<file path="src/rtl/sa_pkg.sv">
// ============================================================================
//  Module : sa_pkg
//  Shared widths, array defaults and FSM encodings for the systolic datapath.
//  Rev    : 1.0  initial release
// ============================================================================
`default_nettype none

package sa_pkg;

    localparam int INPUT_WIDTH  = 8;
    localparam int WEIGHT_WIDTH = 8;
    localparam int PSUM_WIDTH   = 32;
    localparam int ARRAY_HEIGHT = 4;
    localparam int ARRAY_WIDTH  = 4;
    localparam int ACC_WIDTH    = 40;

    localparam int STATE_W = 2;
    localparam logic [STATE_W-1:0] ST_IDLE  = 2'd0;
    localparam logic [STATE_W-1:0] ST_ACCUM = 2'd1;
    localparam logic [STATE_W-1:0] ST_DRAIN = 2'd2;

endpackage

`default_nettype wire

</file>
<file path="src/rtl/psum_lane_acc.sv">
// ============================================================================
//  Module : psum_lane_acc
//  One lane: sign-extend psum, then load it or add it to the stored value.
//  Rev    : 1.0  initial release
// ============================================================================
`default_nettype none

module psum_lane_acc #(
    parameter int PSUM_WIDTH = 32,
    parameter int ACC_WIDTH  = 40
) (
    input  logic [PSUM_WIDTH-1:0] psum_i,
    input  logic [ACC_WIDTH-1:0]  acc_i,
    input  logic                  load_i,
    output logic [ACC_WIDTH-1:0]  sum_o,
    output logic                  ovf_o
);

    logic [ACC_WIDTH-1:0] ext_w;
    logic [ACC_WIDTH-1:0] add_w;

    assign ext_w = ACC_WIDTH'($signed(psum_i));
    assign add_w = acc_i + ext_w;
    assign sum_o = load_i ? ext_w : add_w;

    // Signed overflow: operands agree in sign but the wrapped result does not.
    assign ovf_o = !load_i && (acc_i[ACC_WIDTH-1] == ext_w[ACC_WIDTH-1])
                           && (add_w[ACC_WIDTH-1] != acc_i[ACC_WIDTH-1]);

endmodule

`default_nettype wire

</file>
<file path="src/rtl/psum_accum_buffer.sv">
// ============================================================================
//  Module : psum_accum_buffer
//  Accumulates psum rows over several K passes, then drains the tile as a stream.
//  Rev    : 1.0  initial release
// ============================================================================
`default_nettype none

module psum_accum_buffer
    import sa_pkg::*;
#(
    parameter int PSUM_WIDTH  = 32,
    parameter int ARRAY_WIDTH = 4,
    parameter int DEPTH       = 4,
    parameter int ACC_WIDTH   = 40,
    parameter int PASS_WIDTH  = 8
) (
    input  logic                              clk,
    input  logic                              rst,
    input  logic                              start,
    input  logic [PASS_WIDTH-1:0]             cfg_num_passes,
    input  logic                              psum_valid,
    input  logic [ARRAY_WIDTH*PSUM_WIDTH-1:0] psum_in,
    output logic                              out_valid,
    input  logic                              out_ready,
    output logic [ARRAY_WIDTH*ACC_WIDTH-1:0]  out_data,
    output logic                              out_last,
    output logic                              busy,
    output logic                              done,
    output logic                              overflow,
    output logic                              drop_err
);

    localparam int PTR_W = (DEPTH > 1) ? $clog2(DEPTH) : 1;
    localparam int ROW_W = ARRAY_WIDTH * ACC_WIDTH;
    localparam logic [PTR_W-1:0] LAST_ROW = PTR_W'(DEPTH - 1);

    logic [STATE_W-1:0]    state_q, state_d;
    logic [PTR_W-1:0]      wr_ptr_q, wr_ptr_d;
    logic [PTR_W-1:0]      rd_ptr_q, rd_ptr_d;
    logic [PASS_WIDTH-1:0] pass_cnt_q, pass_cnt_d;
    logic [PASS_WIDTH-1:0] passes_q, passes_d;
    logic                  done_q, overflow_q, overflow_d, drop_err_q, drop_err_d;
    logic [ROW_W-1:0]      mem_q [DEPTH];

    logic                  start_acc, beat, final_beat, hs, hs_last;
    logic [ROW_W-1:0]      row_sum;
    logic [ARRAY_WIDTH-1:0] lane_ovf;

    generate
        for (genvar i = 0; i < ARRAY_WIDTH; i++) begin : g_lane
            psum_lane_acc #(
                .PSUM_WIDTH (PSUM_WIDTH),
                .ACC_WIDTH  (ACC_WIDTH)
            ) u_lane (
                .psum_i (psum_in[i*PSUM_WIDTH +: PSUM_WIDTH]),
                .acc_i  (mem_q[wr_ptr_q][i*ACC_WIDTH +: ACC_WIDTH]),
                .load_i (pass_cnt_q == '0),
                .sum_o  (row_sum[i*ACC_WIDTH +: ACC_WIDTH]),
                .ovf_o  (lane_ovf[i])
            );
        end
    endgenerate

    always_comb begin
        start_acc  = (state_q == ST_IDLE) && start;
        beat       = (state_q == ST_ACCUM) && psum_valid;
        final_beat = beat && (wr_ptr_q == LAST_ROW)
                          && (pass_cnt_q == passes_q - PASS_WIDTH'(1));
        hs         = (state_q == ST_DRAIN) && out_ready;
        hs_last    = hs && (rd_ptr_q == LAST_ROW);

        state_d    = state_q;
        wr_ptr_d   = wr_ptr_q;
        rd_ptr_d   = rd_ptr_q;
        pass_cnt_d = pass_cnt_q;
        passes_d   = passes_q;
        overflow_d = overflow_q;
        drop_err_d = drop_err_q | (psum_valid && (state_q != ST_ACCUM));

        if (start_acc) begin
            state_d    = ST_ACCUM;
            wr_ptr_d   = '0;
            rd_ptr_d   = '0;
            pass_cnt_d = '0;
            passes_d   = (cfg_num_passes == '0) ? PASS_WIDTH'(1) : cfg_num_passes;
            overflow_d = 1'b0;
            // A beat coinciding with start is dropped, so it re-flags the fresh error.
            drop_err_d = psum_valid;
        end

        if (beat) begin
            overflow_d = overflow_q | (|lane_ovf);
            if (wr_ptr_q == LAST_ROW) begin
                wr_ptr_d   = '0;
                pass_cnt_d = pass_cnt_q + PASS_WIDTH'(1);
            end else begin
                wr_ptr_d = wr_ptr_q + PTR_W'(1);
            end
            if (final_beat) begin
                state_d = ST_DRAIN;
            end
        end

        if (hs) begin
            rd_ptr_d = hs_last ? '0 : rd_ptr_q + PTR_W'(1);
            if (hs_last) begin
                state_d = ST_IDLE;
            end
        end
    end

    always_ff @(posedge clk or posedge rst) begin
        if (rst) begin
            state_q    <= ST_IDLE;
            wr_ptr_q   <= '0;
            rd_ptr_q   <= '0;
            pass_cnt_q <= '0;
            passes_q   <= '0;
            done_q     <= 1'b0;
            overflow_q <= 1'b0;
            drop_err_q <= 1'b0;
            for (int r = 0; r < DEPTH; r++) begin
                mem_q[r] <= '0;
            end
        end else begin
            state_q    <= state_d;
            wr_ptr_q   <= wr_ptr_d;
            rd_ptr_q   <= rd_ptr_d;
            pass_cnt_q <= pass_cnt_d;
            passes_q   <= passes_d;
            done_q     <= hs_last;
            overflow_q <= overflow_d;
            drop_err_q <= drop_err_d;
            if (beat) begin
                mem_q[wr_ptr_q] <= row_sum;
            end
        end
    end

    assign out_valid = (state_q == ST_DRAIN);
    assign out_data  = mem_q[rd_ptr_q];
    assign out_last  = out_valid && (rd_ptr_q == LAST_ROW);
    assign busy      = (state_q != ST_IDLE);
    assign done      = done_q;
    assign overflow  = overflow_q;
    assign drop_err  = drop_err_q;

endmodule

`default_nettype wire

</file>
<file path="config.mk">
export PLATFORM = sky130hd
export DESIGN_NAME = psum_accum_buffer
export DESIGN_NICKNAME = d
export VERILOG_FILES = /design/src/rtl/sa_pkg.sv /design/src/rtl/psum_lane_acc.sv /design/src/rtl/psum_accum_buffer.sv
export SDC_FILE = /design/constraint.sdc
export NUM_CORES = 2
export LEC_CHECK = 0
export ABC_AREA = 1
export CELL_PAD_IN_SITES_DETAIL_PLACEMENT = 2
export CELL_PAD_IN_SITES_GLOBAL_PLACEMENT = 2
export CORE_UTILIZATION = 34
export DETAILED_ROUTE_END_ITERATION = 7
export PLACE_DENSITY = 0.79
export SETUP_SLACK_MARGIN = 0.5
export SYNTH_ARGS = -nofsm -noshare
export SYNTH_HDL_FRONTEND = slang
export SYNTH_SLANG_ARGS = --single-unit
</file>
<file path="constraint.sdc">
create_clock -name clk -period 27.5 [get_ports clk]
set_clock_uncertainty 0.15 [all_clocks]
set_input_delay 4.125 -clock clk [delete_from_list [all_inputs] [get_ports clk]]
set_output_delay 4.125 -clock clk [all_outputs]
set_load 0.05 [all_outputs]
</file>
==> impl_metrics.json <==
{
  "fillers": 16400,
  "ir_drop_mv": 0.0484,
  "synthXorXnorAreaFrac_pct": 1.05,
  "initial_core_util_pct": 34.4,
  "antenna_left": 0,
  "synth.mux.area_fraction_pct": 0.0938,
  "post-cts-setup-buffers": 0,
  "clk_latency_ps": 700,
  "ys_async_sr_fraction_pct": 100,
  "switching_share_pct": 25.4,
  "viasPerCell": 5.76,
  "crit_path_start_kind": "flip-flop",
  "fin_setup_tns_ps": 0,
  "grt_pass1_vias": 55300,
  "status": "finished, final reports clean",
  "maxCapViolations": 0,
  "rrSetupSlack_ps": 21730,
  "crit_type": "reg -> out",
  "finalWorstSetupSlack_ps": 18270,
  "numPortBuffers": 306,
  "cts_hold_buf": 0,
  "synth_adder_area_share_pct": 4.57,
  "clock-sinks": 665,
  "critPathArrivalTime_ps": 4950,
  "reg2reg_depth": 20,
  "drive_gt1_share_pct": 5.96,
  "hold_viol": 0,
  "power.share.clock_pct": 50.9,
  "cts_root_buf": "clkbuf_16",
  "overflow": 0,
  "cts_resized": 0,
  "dieArea_sq_um": 139000,
  "synth_nets": 7325,
  "p_int_mw": 1.70,
  "yosysUniqueCellTypes": 54,
  "worstPathRequired_ps": 23230,
  "finalPower_mw": 2.27,
  "wl_met1_um": 96800,
  "grt_max_degree": 187,
  "cp_max_fo": 87,
  "p_comb_share_pct": 6.1,
  "synthTopCellsByArea": "dfrtp_1 (36%), nand2_1 (17%), o21ai_0 (10%), nor2_1 (7.7%), nand3_1 (4.8%)",
  "drv_slew": 0,
  "dr.pass1.iters": 5,
  "place_ws_ps": 19050,
  "power_per_cell_area_nw_per_um2": 42.4,
  "synth_top_cell_by_area": "dfrtp_1",
  "seq_area_frac_synth_pct": 35.6,
  "drtIter0Drc": 3181,
  "wirelength_um": 213000,
  "maxSlewHeadroom_pct": 19.9,
  "tightest_slew_ps": 1200,
  "seq_power_share_pct": 43.1,
  "place_congestion": 0.897,
  "p_leak_nw": 27.0,
  "worstHoldPathCells": 2,
  "met3_length_um": 7420,
  "rsz0062_at_grt": "false",
  "grt_usage_pct": 30.5,
  "p_sw_uw": 577,
  "end_kind": "output port",
  "startpoint": "rd_ptr_q[1]",
  "grt_pass1_wl_um": 331000,
  "syn_avg_cell_area_sq_um": 6.65,
  "highest_layer": "met5",
  "max_freq_mhz": 108,
  "cts_max_path_buffers": 3,
  "rows": 135,
  "nets": 7375,
  "layout.cells.non_filler": 8908,
  "ios": 307,
  "hp-class": "reg -> reg",
  "period_minus_slack_ps": 9230,
  "synth_simple_gate_area_share_pct": 32.4,
  "vias": 51300,
  "synth_edf_count": 0,
  "antenna_found_initial": 5,
  "place_area_sq_um": 50900,
  "timing.rr.start": "wr_ptr_q[0]",
  "cts-htree-levels": 3,
  "cts-buffers-inserted": 83,
  "syn_area_sq_um": 46700,
  "dp_hpwl_um": 144000,
  "yosysWarnings": 0,
  "critPathCapture": "out_data[119]",
  "wl_per_cell_um": 23.9,
  "die_x_um": 373,
  "drc_errors": 0,
  "syn_to_final_growth_pct": 14.8,
  "netlist.area_leader.share_pct": 35.6,
  "post-route-util_pct": 39.5,
  "r2r-end": "mem_q[26]",
  "post-route-cell-area_sq_um": 53600,
  "setup_viol": 0,
  "synth-main-ff-cell": "dfrtp_1",
  "syn_inst": 7016,
  "met2_wirelength_um": 102000,
  "synth_compound_area_share_pct": 19.7,
  "holdWs_ps": 341,
  "cts_tree": "yes",
  "dpl.cell_count": 8762,
  "core_region_area_sq_um": 136000,
  "clk_pin_slew_ps": 60,
  "period_share_pct": 33.5,
  "fp.dieH_um": 373,
  "synth_top_family_by_area": "simple AND/OR/NAND/NOR gates",
  "ys_seq_elements": 665
}
## layer usage
metal	up-vias	GRT usage, %
met5	-	0
met4	4	9.55
met3	330	3.05
met2	1118	51.9
met1	26500	40.3
li1	23400	-
## flip-flops by register name, indices dropped and copies added, names as in the netlist
register and cells:
done 1, passes_q 8, state_q 2, pass_cnt_q 8, wr_ptr_q 2, mem_q 640, drop_err 1, rd_ptr_q 2
overflow 1
## worst min-delay path by stage
stage               startpoint         end
finish                drop_err    drop_err
global route          drop_err    drop_err
CTS                   drop_err    drop_err
detailed placement  mem_q[196]  mem_q[196]
global placement      drop_err    drop_err
floorplan           mem_q[319]  mem_q[319]
## cell usage in the layout, fill, tap and decap left out, types with 61 or more instances in the layout
cell type / count
nor2_1: 953
o21ai_2: 68
nand2_1: 2058
o22ai_1: 313
nand3_1: 450
or2_2: 61
clkdlybuf4s50_1: 306
dfrtp_1: 661
ha_1: 164
a21oi_1: 200
clkbuf_16: 84
inv_1: 364
o21ai_0: 960
## cell families after synthesis
kind of cell / Yosys count
muxes: 4
buffers and inverters: 766
AOI/OAI and AO/OA: 1660
and+or+nand+nor: 3697
DFF: 665
xor gates and xnor gates: 56
adders and majority gates: 168
## worst max-delay path, cell delays in order (launching register included)
cell             delay [ps]
dfrtp_4                 760
inv_6                   750
buf_4                   930
o21ai_0                 260
o22ai_1                 550
clkdlybuf4s50_1         920
## power by group through the flow
stage / Sequential [mW] / Clock [mW] / Combinational, mW
global placement: 0.996 / 0 / 0.135
global route: 0.978 / 1.21 / 0.152
finish: 0.979 / 1.16 / 0.138
CTS: 0.979 / 1.18 / 0.139
floorplan: 0.998 / 0 / 0.0734
detailed placement: 0.996 / 0 / 0.138
## area by class of cell
type	count	area, sq um	share of cell area [%]
antenna	2	5.00	0.00933
sequential	665	16700	31.1
inverter	382	1480	2.76
clock inverter	30	397	0.740
clock buffer	114	2360	4.41
multi-input combinational	5585	27000	50.4
tap	1781	2230	4.16
timing repair buffer	349	3450	6.43
## synthesized netlist by cell type, types with 7 or more instances
library cell and count:
nand2_1 2061, o21ai_0 960, nor2_1 953, dfrtp_1 665, nand3_1 450, inv_1 371
o22ai_1 313, clkbuf_1 256, a21oi_1 200, ha_1 164, buf_2 99, o21ai_2 68
or2_2 61, o21ai_1 48, nand4_1 44, nand2_2 29, xnor2_1 29, xor2_1 27
nand3_2 25, buf_1 20, a21oi_2 19, or2_1 16, nor3_1 15, o21bai_1 13
a21o_1 10, nor2_2 10, inv_2 9, or2_0 7
(Power assumes the default switching activity.)
